### src/rtl/button_event_arbiter.sv
// Debounced button levels -> SHORT/LONG/REPEAT events, one pending slot per button,
// round-robin serialised onto a single valid/ready event stream.

module button_press_fsm #(
   parameter int LONG_CYCLES   = 50000000,
   parameter int REPEAT_CYCLES = 10000000,
   parameter int CNT_W         = 26
) (
   input  logic       clk,
   input  logic       rst,
   input  logic       btn_lvl,
   output logic       post,
   output logic [1:0] post_type,
   output logic       held
);
   localparam logic [1:0] EVT_SHORT  = 2'b00;
   localparam logic [1:0] EVT_LONG   = 2'b01;
   localparam logic [1:0] EVT_REPEAT = 2'b10;
   localparam logic [CNT_W-1:0] LONG_LAST   = CNT_W'(LONG_CYCLES - 1);
   localparam logic [CNT_W-1:0] REPEAT_LAST = CNT_W'(REPEAT_CYCLES - 1);

   typedef enum logic [1:0] {IDLE, PRESS, HOLD} state_t;

   state_t           state, state_nxt;
   logic [CNT_W-1:0] cnt, cnt_nxt;

   always_ff @(posedge clk) begin
      if (!rst) begin
         state <= IDLE;
         cnt   <= '0;
         held  <= 1'b0;
      end else begin
         state <= state_nxt;
         cnt   <= cnt_nxt;
         held  <= (state != IDLE);
      end
   end

   // Release wins over a threshold hit in the same cycle.
   always_comb begin
      state_nxt = state;
      cnt_nxt   = cnt;
      post      = 1'b0;
      post_type = EVT_SHORT;
      case (state)
         IDLE: begin
            if (btn_lvl) begin
               state_nxt = PRESS;
               cnt_nxt   = '0;
            end
         end
         PRESS: begin
            if (!btn_lvl) begin
               post      = 1'b1;
               post_type = EVT_SHORT;
               state_nxt = IDLE;
            end else if (cnt == LONG_LAST) begin
               post      = 1'b1;
               post_type = EVT_LONG;
               state_nxt = HOLD;
               cnt_nxt   = '0;
            end else begin
               cnt_nxt = cnt + 1'b1;
            end
         end
         HOLD: begin
            if (!btn_lvl) begin
               state_nxt = IDLE;
            end else if (cnt == REPEAT_LAST) begin
               post      = 1'b1;
               post_type = EVT_REPEAT;
               cnt_nxt   = '0;
            end else begin
               cnt_nxt = cnt + 1'b1;
            end
         end
         default: state_nxt = IDLE;
      endcase
   end
endmodule

module button_event_arbiter #(
   parameter int NUM_BTN       = 4,
   parameter int ID_W          = 2,
   parameter int LONG_CYCLES   = 50000000,
   parameter int REPEAT_CYCLES = 10000000,
   parameter int CNT_W         = 26
) (
   input  logic               clk,
   input  logic               rst,
   input  logic [NUM_BTN-1:0] btn_lvl,
   output logic               evt_valid,
   input  logic               evt_ready,
   output logic [ID_W-1:0]    evt_id,
   output logic [1:0]         evt_type,
   output logic [NUM_BTN-1:0] btn_held,
   output logic               evt_drop
);
   localparam int IW = ID_W + 1;

   logic [NUM_BTN-1:0]      post, slot_v, grant, drop_vec;
   logic [NUM_BTN-1:0][1:0] post_type, slot_type;
   logic [ID_W-1:0]         rr, win;
   logic [IW-1:0]           idx;
   logic                    found, load;

   genvar g;
   generate
      for (g = 0; g < NUM_BTN; g++) begin : g_btn
         button_press_fsm #(
            .LONG_CYCLES  (LONG_CYCLES),
            .REPEAT_CYCLES(REPEAT_CYCLES),
            .CNT_W        (CNT_W)
         ) u_fsm (
            .clk      (clk),
            .rst      (rst),
            .btn_lvl  (btn_lvl[g]),
            .post     (post[g]),
            .post_type(post_type[g]),
            .held     (btn_held[g])
         );
         assign drop_vec[g] = post[g] && slot_v[g] && !grant[g];
      end
   endgenerate

   // A slot being granted this cycle can take a new post without loss.
   always_ff @(posedge clk) begin
      if (!rst) begin
         slot_v    <= '0;
         slot_type <= '0;
      end else begin
         for (int i = 0; i < NUM_BTN; i++) begin
            if (post[i] && (!slot_v[i] || grant[i])) begin
               slot_v[i]    <= 1'b1;
               slot_type[i] <= post_type[i];
            end else if (grant[i]) begin
               slot_v[i] <= 1'b0;
            end
         end
      end
   end

   assign load = !evt_valid || evt_ready;

   always_comb begin
      found = 1'b0;
      win   = '0;
      idx   = '0;
      for (int k = 0; k < NUM_BTN; k++) begin
         idx = {1'b0, rr} + IW'(k);
         if (idx >= IW'(NUM_BTN)) idx = idx - IW'(NUM_BTN);
         if (!found && slot_v[idx[ID_W-1:0]]) begin
            found = 1'b1;
            win   = idx[ID_W-1:0];
         end
      end
   end

   always_comb begin
      grant = '0;
      if (load && found) grant[win] = 1'b1;
   end

   always_ff @(posedge clk) begin
      if (!rst) begin
         evt_valid <= 1'b0;
         evt_id    <= '0;
         evt_type  <= 2'b00;
         evt_drop  <= 1'b0;
         rr        <= '0;
      end else begin
         evt_drop <= |drop_vec;
         if (load) begin
            evt_valid <= found;
            if (found) begin
               evt_id   <= win;
               evt_type <= slot_type[win];
               rr       <= (win == ID_W'(NUM_BTN - 1)) ? '0 : win + ID_W'(1);
            end
         end
      end
   end
endmodule

### config.mk
export PLATFORM = sky130hd
export DESIGN_NAME = button_event_arbiter
export DESIGN_NICKNAME = d
export VERILOG_FILES = /design/src/rtl/button_event_arbiter.sv
export SDC_FILE = /design/constraint.sdc
export NUM_CORES = 1
export LEC_CHECK = 0
export ABC_AREA = 0
export CORE_ASPECT_RATIO = 0.8
export CORE_MARGIN = 2
export CORE_UTILIZATION = 64
export CTS_CLUSTER_SIZE = 25
export DETAILED_ROUTE_END_ITERATION = 10
export MAX_ROUTING_LAYER = met4
export PLACE_DENSITY = 0.82
export SYNTH_ARGS = -nofsm -noshare
export SYNTH_HDL_FRONTEND = slang
export SYNTH_HIERARCHICAL = 1
export SYNTH_SLANG_ARGS = --single-unit
### constraint.sdc
create_clock -name clk -period 5.3 [get_ports clk]
set_clock_uncertainty 0.05 [all_clocks]
set_input_delay 0.53 -clock clk [delete_from_list [all_inputs] [get_ports clk]]
set_output_delay 0.53 -clock clk [all_outputs]
set_load 0.1 [all_outputs]
==> flow_summary.yaml <==
cts:
  h-tree-depth: 4
  cts_tree: "yes"
  clock_sinks: 136
  cts_hold_buf: 0
  clkLatencyLatePin_ns: 0.41
  clockBufferDepth: 2
  cts_buffers: 17
  cts_resized: 0
  cts_setup_buffers: 0
  cts_root_buf: "clkbuf_16"
  clk_pin_slew_worst_paths_ns: 0.06
grt:
  grt_pass1_wl_um: 25490
  grt_max_degree: 40
  antenna_found_initial: 0
  grtUsageTotal: 0.2655
  grt_pass1_vias: 5533
  grt-ovfl-total: 0
logic_synthesis:
  postSynthNetCount: 834
  async_flop_share: 0
  synth_most_common_cell: "dfxtp_1"
  synth_common_cells: "dfxtp_1 (136), nor2_1 (127), xor2_1 (84)"
  synth_seq_cells: 136
  synthCells: 806
  yosys.area_share.xor_xnor: 0.1197
  syn_area_um2: 7169
  yosysTopAreaCell: "dfxtp_1"
  synth_area_per_cell_um2: 8.895
  synth.top_cell.area_share: 0.3798
  synth-main-ff-cell: "dfxtp_1"
  synth_adder_area_share: 0.03665
  yosys_warnings: 6
  yosys-top-cells-area: "dfxtp_1 (38%), xor2_1 (10%), nor2_1 (6.6%)"
  synth.mux.area_fraction: 0.03543
  synth-compound-area-share: 0.07731
  synth_sequential_area_ratio: 0.3798
  synth_enable_flop_cells: 0
  yosys.area_share.simple: 0.3223
  yosysUniqueCellTypes: 60
  synth_top_family_by_area: "simple AND/OR/NAND/NOR gates"
final_layout:
  nets: 855
  final_area_um2: 7948
  n_antenna_cell: 0
  stdcell_count: 982
  drive_gt1_frac: 0.1074
  syn2layout_area_growth_pct: 10.86
timing:
  rsz0062_at_grt: "no"
  hold_violations: 0
  fin_ws_ns: 2.553
  max_slew_margin: 0.3202
  period_share: 0.5184
  finalSetupViolations: 0
  worstMarginPinSlew_ns: 1.020
  max_freq_ghz: 0.3640
  fin_crit_ns: 2.747
  tns_ns: 0
  report.final.slew_viol_count: 0
pwr:
  power.leakage_uw: 0.002727
  total_power_uw: 2434
  p_per_area_nw_per_um2: 306.3
  vdd_drop_max_v: 0.0002723
route:
  post_drt_wl_per_cell_um: 15.29
  wl_um: 15020
  detail-route-antenna-nets: 0
  viasPerCell: 5.874
  drtPass1Iterations: 5
  drc: 0
  drt_iter0_drc: 458
  vias: 5768
critical_path:
  timing.rr.end: "g_btn[1].u_fsm/cnt[2]"
  path_class: "flop to flop"
  cpPeakStageDelay_ns: 0.83
  r2r-start: "g_btn[1].u_fsm/cnt[0]"
  cp_top_family: "simple AND/OR/NAND/NOR gates"
  required_ns: 5.50
  cp_max_fo: 26
  cp_cell_sequence: "ha_1, or4b_4, nor4_4, o22ai_2, o31ai_4, nor2_1"
  start_kind: "flop"
  slowest_stage: "o31ai_4"
  cp.arrival_ns: 2.94
  critical_path_buf_inv_count: 0
  ff2ff_path_depth: 6
  rrSetupSlack_ns: 2.55
  crit_path_end_kind: "flop"
floorplan:
  die_w_um: 122.3
  die_h_um: 98.67
  pin_count: 17
  design.core.area_um2: 10890
  initial_core_util: 0.6583
  rows: 34
  die_area_um2: 12070
placement:
  io_buffer_count: 16
  dpl.cell_count: 952
  detailed_place.area_um2: 7390
  post-place-ws_ns: 2.347
  gp_congestion: 0.8824
  hpwl_um: 10340
worst_hold_path:
  hp-start: "g_btn[1].u_fsm/state[0]"
  hold_path_depth: 2
  hold_end: "g_btn[1].u_fsm/state[0]"
  hp-class: "flop to flop"
run_status:
  status: "complete, no violations"
flow_run:
  drv_cap: 0
-- layer usage --
layer / up-vias / global-route usage / wire length, µm
li1: 2856 / - / -
met1: 2746 / 0.3378 / 6895
met2: 140 / 0.4299 / 7292
met3: 26 / 0.04688 / 582
met4: 0 / 0.08400 / 246
met5: - / - / 0
-- report_power, final --
| group | internal [µW] | switching (µW) | total, µW |
|---|---|---|---|
| Combinational | 81.5 | 166 | 248 |
| Clock | 725 | 403 | 1130 |
| Sequential | 1040 | 15.6 | 1060 |
-- cell usage in the layout (no fill, tap or decap), drive strengths merged, types with 5 or more instances in the layout --
cell           instances
clkdlybuf4s50         16
xnor2                 14
and3                  10
nor3                  11
a21oi                 17
nor4                  20
or3                    6
mux2i                 22
a21boi                 5
nor2                 148
clkbuf                27
nor2b                 17
dfxtp                136
nand3                 48
o21ai                  6
o31ai                  8
nand4                 40
or4b                   9
ha                    21
inv                   19
and4                   7
xor2                  84
and2                  12
nand2b                 5
nand2                 79
-- state kept, by name (all words and copies together) (netlist names), 2 cells and up --
register           count
rr                     2
slot_type              8
g_btn.u_fsm/held       4
g_btn.u_fsm/cnt      104
slot_v                 4
evt_id                 2
evt_type               2
g_btn.u_fsm/state      8
-- worst reg2reg max path: stages (launching register included) --
cell,delay [ns]
dfxtp_1,0.37
ha_1,0.21
or4b_4,0.48
nor4_4,0.34
o22ai_2,0.13
o31ai_4,0.83
nor2_1,0.16
-- layout make-up --
class,instances,area (µm²)
Sequential cell,136,2723
Multi-Input combinational cell,635,4240
Timing Repair Buffer,18,175.2
Clock inverter,3,65.06
Inverter,19,71.32
Fill cell,801,2943
Tap cell,144,180.2
Clock buffer,27,493.0
-- how the worst max path moves through the flow --
stage,cells after the start,start,to
after floorplan,7,g_btn[3].u_fsm/state[0],g_btn[3].u_fsm/cnt[19]
after global placement,6,btn_lvl[3],g_btn[3].u_fsm/cnt[19]
after detailed placement,6,btn_lvl[3],g_btn[3].u_fsm/cnt[19]
after CTS,6,g_btn[1].u_fsm/cnt[0],g_btn[1].u_fsm/cnt[2]
after global routing,6,g_btn[1].u_fsm/cnt[0],g_btn[1].u_fsm/cnt[2]
final,6,g_btn[1].u_fsm/cnt[0],g_btn[1].u_fsm/cnt[2]
-- kinds of logic after synthesis --
logic type / after synthesis
fa+ha+maj: 21
simple gates: 427
buf+inv: 35
flops: 136
mux: 25
compound gates: 64
xor+xnor: 98
-- through the flow --
stage,utilization,hold WS [ns]
after global routing,0.7298,0.4578
after floorplan,-,0.4021
after CTS,0.7298,0.4441
final,0.7298,0.4420
after global placement,0.6785,0.4149
after detailed placement,0.6785,0.4372
Note: power is estimated with default switching activity, not from simulation.
